$ cat config.mk
export PLATFORM = sky130hd
export DESIGN_NAME = keypad_poller
export DESIGN_NICKNAME = d
export VERILOG_FILES = /design/src/rtl/keypad_poller.sv
export SDC_FILE = /design/constraint.sdc
export NUM_CORES = 1
export LEC_CHECK = 0
export CELL_PAD_IN_SITES_DETAIL_PLACEMENT = 0
export CELL_PAD_IN_SITES_GLOBAL_PLACEMENT = 1
export CORE_ASPECT_RATIO = 0.9
export CORE_MARGIN = 4
export CORE_UTILIZATION = 42
export DETAILED_ROUTE_END_ITERATION = 10
export GPL_ROUTABILITY_DRIVEN = 0
export PLACE_DENSITY = 0.93
export SYNTH_ARGS = -nofsm -noshare
export SYNTH_HDL_FRONTEND = slang
export SYNTH_SLANG_ARGS = --single-unit
$ cat constraint.sdc
create_clock -name clk -period 3.91 [get_ports clk]
set_input_delay 0.5865 -clock clk [delete_from_list [all_inputs] [get_ports clk]]
set_output_delay 0.5865 -clock clk [all_outputs]
set_load 0.05 [all_outputs]
$ cat src/rtl/keypad_poller.sv
// Polling master for the keypad scanner: status/data reads, ack, hex entry.
// Define KEYPAD_POLL_STATS_EN to add the poll_count/empty_polls counters.
module keypad_poller #(
   parameter int POLL_DIV   = 1000,
   parameter int RELEASE_TO = 16
) (
   input  logic        clk,
   input  logic        rst_n,
   input  logic [15:0] keyin,
   output logic        statusordata,
   output logic        ack,
   output logic [15:0] digits,
   output logic [15:0] value,
   output logic        value_valid,
   output logic        key_valid,
   output logic [7:0]  key_count,
   output logic        err
`ifdef KEYPAD_POLL_STATS_EN
  ,output logic [15:0] poll_count,
   output logic [15:0] empty_polls
`endif
);

   localparam int PW = (POLL_DIV > 1) ? $clog2(POLL_DIV) : 1;
   localparam int RW = (RELEASE_TO > 1) ? $clog2(RELEASE_TO) : 1;
   localparam logic [PW-1:0] POLL_MAX = PW'(POLL_DIV - 1);
   localparam logic [RW-1:0] REL_MAX  = RW'(RELEASE_TO - 1);

   typedef enum logic [2:0] {
      IDLE,
      STATUS,
      DATA,
      ACK,
      RELEASE
   } state_t;

   state_t        state;
   state_t        next;
   logic [PW-1:0] poll_cnt;
   logic [RW-1:0] rel_cnt;
   logic [3:0]    key;
   logic          timeout;
   logic          ready;

   assign ready = keyin[0];

   always_comb begin
      next    = state;
      timeout = 1'b0;
      unique case (state)
         IDLE:    if (poll_cnt == '0) next = STATUS;
         STATUS:  next = ready ? DATA : IDLE;
         DATA:    next = ACK;
         ACK:     next = RELEASE;
         RELEASE: begin
            if (!ready) begin
               next = IDLE;
            end else if (rel_cnt == REL_MAX) begin
               next    = IDLE;
               timeout = 1'b1;
            end
         end
         default: next = IDLE;
      endcase
   end

   // Moore decode: data word selected only while reading and acking
   assign statusordata = !((state == DATA) || (state == ACK));
   assign ack          = (state == ACK);

   always_ff @(posedge clk or negedge rst_n) begin
      if (!rst_n) begin
         state    <= IDLE;
         poll_cnt <= POLL_MAX;
         rel_cnt  <= '0;
      end else begin
         state <= next;
         if (state == IDLE) begin
            poll_cnt <= (poll_cnt == '0) ? POLL_MAX : poll_cnt - PW'(1);
         end
         rel_cnt <= (state == RELEASE) ? rel_cnt + RW'(1) : '0;
      end
   end

   always_ff @(posedge clk or negedge rst_n) begin
      if (!rst_n) begin
         key         <= '0;
         digits      <= '0;
         value       <= '0;
         value_valid <= 1'b0;
         key_valid   <= 1'b0;
         key_count   <= '0;
         err         <= 1'b0;
      end else begin
         key_valid   <= (state == ACK);
         value_valid <= (state == ACK) && (key == 4'hF);
         err         <= err | timeout;
         if (state == DATA) key <= keyin[3:0];
         if (state == ACK) begin
            key_count <= key_count + 8'd1;
            unique case (1'b1)
               (key == 4'hE): digits <= '0;
               (key == 4'hF): begin
                  value  <= digits;
                  digits <= '0;
               end
               default: digits <= {digits[11:0], key};
            endcase
         end
      end
   end

`ifdef KEYPAD_POLL_STATS_EN
   always_ff @(posedge clk or negedge rst_n) begin
      if (!rst_n) begin
         poll_count  <= '0;
         empty_polls <= '0;
      end else if (state == STATUS) begin
         if (poll_count != 16'hFFFF) poll_count <= poll_count + 16'd1;
         if (!ready && empty_polls != 16'hFFFF) begin
            empty_polls <= empty_polls + 16'd1;
         end
      end
   end
`endif

endmodule

Word level (Yosys, flattened, before mapping)
Cells that the tools add are included.
- logic and storage cells: 42
- bits of input ports: 18
- register bits: 64
- output and inout port bits: 45
- reduce and logical (&&, ||, !) cells: 8
- $add $sub $neg: 3
- bitwise operators: 1
- equality and inequality tests: 9
- multiplexer cells: 11
- operator list (cell ; count):
    16-bit two-way mux ; 1
    3-bit case mux with 5 select lines ; 1
    4-bit equality test, second input constant ; 3
    10-bit zero test ; 1
    10-bit two-way mux ; 1
    10-bit by 1-bit subtractor with 10-bit output, second input constant ; 1
    3-bit two-way mux ; 3
    8-bit by 1-bit adder with 8-bit output, second input constant ; 1
    3-bit by 2-bit equality test with 1-bit output, second input constant ; 2
    4-bit by 1-bit adder with 4-bit output, second input constant ; 1
    4-bit two-way mux ; 1
    2-bit AND reduction ; 2
    3-bit by 1-bit equality test with 1-bit output, second input constant ; 1
    3-bit equality test, second input constant ; 1
    3-bit zero test ; 1
    1-bit two-way mux ; 3
    3-bit != test, second input constant ; 1
    2-bit two-way mux ; 1
    2-bit != test, second input constant ; 1
    2-bit OR reduction ; 1
    1-bit logical AND ; 1
    1-bit zero test ; 1
    1-bit logical OR ; 1
    1-bit bitwise OR ; 1

Logic depth before layout (Yosys ltp)
- depth after elaboration: 5
- gate-level depth with buffers: 6
- depth with buffers taken out: 5

Worst setup path after synthesis
Ideal clock, no wire load.
- kind: flip-flop to output port
- start: register state[0]
- end: output port ack
- setup slack: 2.052 ns
- cell stages (with the launch flop): 5
- buffers on the path: 2
- data arrival time: 1.272 ns
- data required time: 3.323 ns
- cells stage by stage: dfrtp_1 > buf_2 > nand3b_1 > buf_2 > clkinv_1
- word-level cells in the longest chain between the ends: 1
- RTL lines (item ; line ; RTL):
    start: declaration ; 37 ; state_t state;
    start signal: assignment ; 77 ; state <= next;
    3-bit by 2-bit equality test with 1-bit output ; 69 ; assign ack = (state == ACK);
    end: declaration ; 11 ; output logic ack,
Every way passes these cells.

Final worst setup path
- start: register state[2]
- end: output port ack
The elaborated chain is that of the path after synthesis.

==> metrics.cfg <==
[clock_tree]
cts_tree=yes
clkLatencyLatePin_ns=0.35
cts_setup_buffers=0
cts_buffer_depth=2
h-tree-depth=3
ctsHoldBuffers=0
root_buffer=clkbuf_8
clkSinkCount=64
post_cts_resized=0
cts_buffers=9
clk_pin_slew_ns=0.07

[run_status]
status=finished, final reports clean

[grt]
grt_max_degree=45
grt_pass1_vias=1708
grt_overflow_total=0
antenna_found_initial=0
grt_util_all_layers_pct=14.8
grt_pass1_wl_mm=8.41

[final_layout]
drive_above_1_share_pct=19.9
diodes=0
syn_to_final_growth_pct=31.5
final_cell_mix=dfrtp_1, clkdlybuf4s50_1, mux2_2
final_common_cell=dfrtp_1
final_nets=277

[detailed_routing]
dr_total_vias=1779
dr.first_iter.drc_count=104
totalWireLength_mm=5.06
ant_nets=0
dr.pass1.iters=4
wl_per_cell_um=15.3
vias_per_cell=5.37
drcViolationCount=0

[setup_path]
path_max_fanout=21
arrival_ns=2.40
ff2ff_path_depth=4
cp-start-kind=flop
max_stage_delay_ns=0.80
r2r_slack_ns=1.78
required_ns=3.32
crit_chain=nand3b_1 > buf_4 > clkinv_1 > clkdlybuf4s50_1
path_class=flop to primary output
critical_path.slowest_cell=clkdlybuf4s50_1
rr_endpoint=value[11]$_DFFE_PN0P_
end_kind=primary output
rr_startpoint=state[2]$_DFFE_PN0P_

[logic_synthesis]
synth_edf_count=0
ys_warn_count=0
synth-seq-area-share_pct=62.0
ys_top_cells_by_area=dfrtp_1, mux2_2, dfstp_2, a22o_1, xnor2_1
ys_async_sr_fraction_pct=100
syn_inst=200
yosysTopAreaCellShare_pct=53.9
synth_top_area_cell=dfrtp_1
ys_ff_latch=64
syn_area_um2=2600
syn_nets=221
postSynthAreaPerCell_um2=13.0
yosysUniqueCellTypes=38
synth_flop_cell=dfrtp_1

[place]
dp_hpwl_mm=3.53
io_buffers=50

[die]
die_w_um=90.9
dieArea_um2=7510
fp.dieH_um=82.6
rows=26
core_um2=5820
io_pins=63
start_util_pct=44.6

[timing]
rsz0062_at_grt=false
fin_skew_ns=0.00704
max_freq_mhz=335
worst_slew_pin_slew_ns=0.923
fin_crit_ns=2.99
hold_viol=0
setup_viol=0
timing.hold.ws_ns=0.370
slew_violations=0
tns_ns=0
finalCritPeriodShare_pct=76.5
maxSlewHeadroom_pct=38.4

[run]
drv_cap=0

[pwr]
ir_drop_mv=0.447
power_leakage_nw=1.51
cellPowerDensity_nw_per_um2=895

[worst_hold_path]
hp-class=input pin to asynchronous set/reset pin

-- final cells by class --
type                            instances  area [um2]
Multi-Input combinational cell        124         933
Clock buffer                           10         138
Timing Repair Buffer                   53         518
Sequential cell                        64        1610
Inverter                                4        15.0
Fill cell                             466        2400
Clock inverter                          6         116
Tap cell                               70        87.6
-- critical path: cells and delay by family (launching register included) --
kind                   cells  cell delay [ns]
buffers and inverters      3             1.37
flip-flops                 1             0.53
AND/OR/NAND/NOR            1             0.16
-- power breakdown --
part	internal, mW	leakage, nW	switching, mW	total, mW
clock	0.444	0.127	0.258	0.702
combinational	0.461	0.558	0.756	1.22
sequential	0.903	0.829	0.236	1.14
total	1.81	1.51	1.25	3.06
-- worst max-delay path by stage --
stage                         start   to  slack, ns
3_3_place_gp   state[2]$_DFFE_PN0P_  ack       1.34
6_report       state[2]$_DFFE_PN0P_  ack       0.92
3_5_place_dp   state[2]$_DFFE_PN0P_  ack       1.32
5_1_grt        state[2]$_DFFE_PN0P_  ack       0.79
2_1_floorplan  state[0]$_DFFE_PN0P_  ack       2.05
4_1_cts        state[2]$_DFFE_PN0P_  ack       0.92
-- logic make-up (layout without fill, tap and decap cells) --
kind of cell	Yosys count	count (layout)	share of synthesized area, %
xor+xnor	12	12	4.04
buf+inv	12	73	2.12
fa+ha+maj	3	3	1.44
flops	64	64	62.0
mux	21	21	9.05
simple gates	59	59	12.5
compound gates	29	29	8.90
-- through the flow --
stage	std cells	total power [mW]	area, um2	setup WS (ns)	utilization, %
floorplan	200	1.96	2600	2.05	-
global placement	315	2.35	3170	1.34	54.4
detailed placement	315	2.37	3170	1.32	54.4
CTS	331	3.09	3420	0.924	58.7
global route	331	3.22	3420	0.795	58.7
finish	331	3.06	3420	0.921	58.7
-- flip-flops by register name (all words and copies together), names as in the netlist --
| register | flops |
|---|---|
| key_valid | 1 |
| poll_cnt | 10 |
| key_count | 8 |
| value | 16 |
| rel_cnt | 4 |
| state | 3 |
| err | 1 |
| value_valid | 1 |
| digits | 16 |
| key | 4 |
-- synthesized netlist by cell type (4+ instances only) --
cell	count
dfrtp_1	56
mux2_2	20
a22o_1	15
nand2_1	11
nand3_1	10
xnor2_1	10
dfstp_2	8
nor2_1	7
nor4_1	5
buf_2	4
nand4_1	4
-- routing by layer --
| metal | vias up | global-route usage, % | share of wire (%) | routed length (um) |
|---|---|---|---|---|
| met5 | - | 0 | 0 | 0 |
| met4 | 0 | 8.58 | 2.7 | 139 |
| met3 | 14 | 5.53 | 5.4 | 272 |
| met2 | 48 | 21.9 | 46 | 2350 |
| met1 | 873 | 18.7 | 46 | 2300 |
| li1 | 844 | - | - | - |
(Power assumes the default switching activity.)
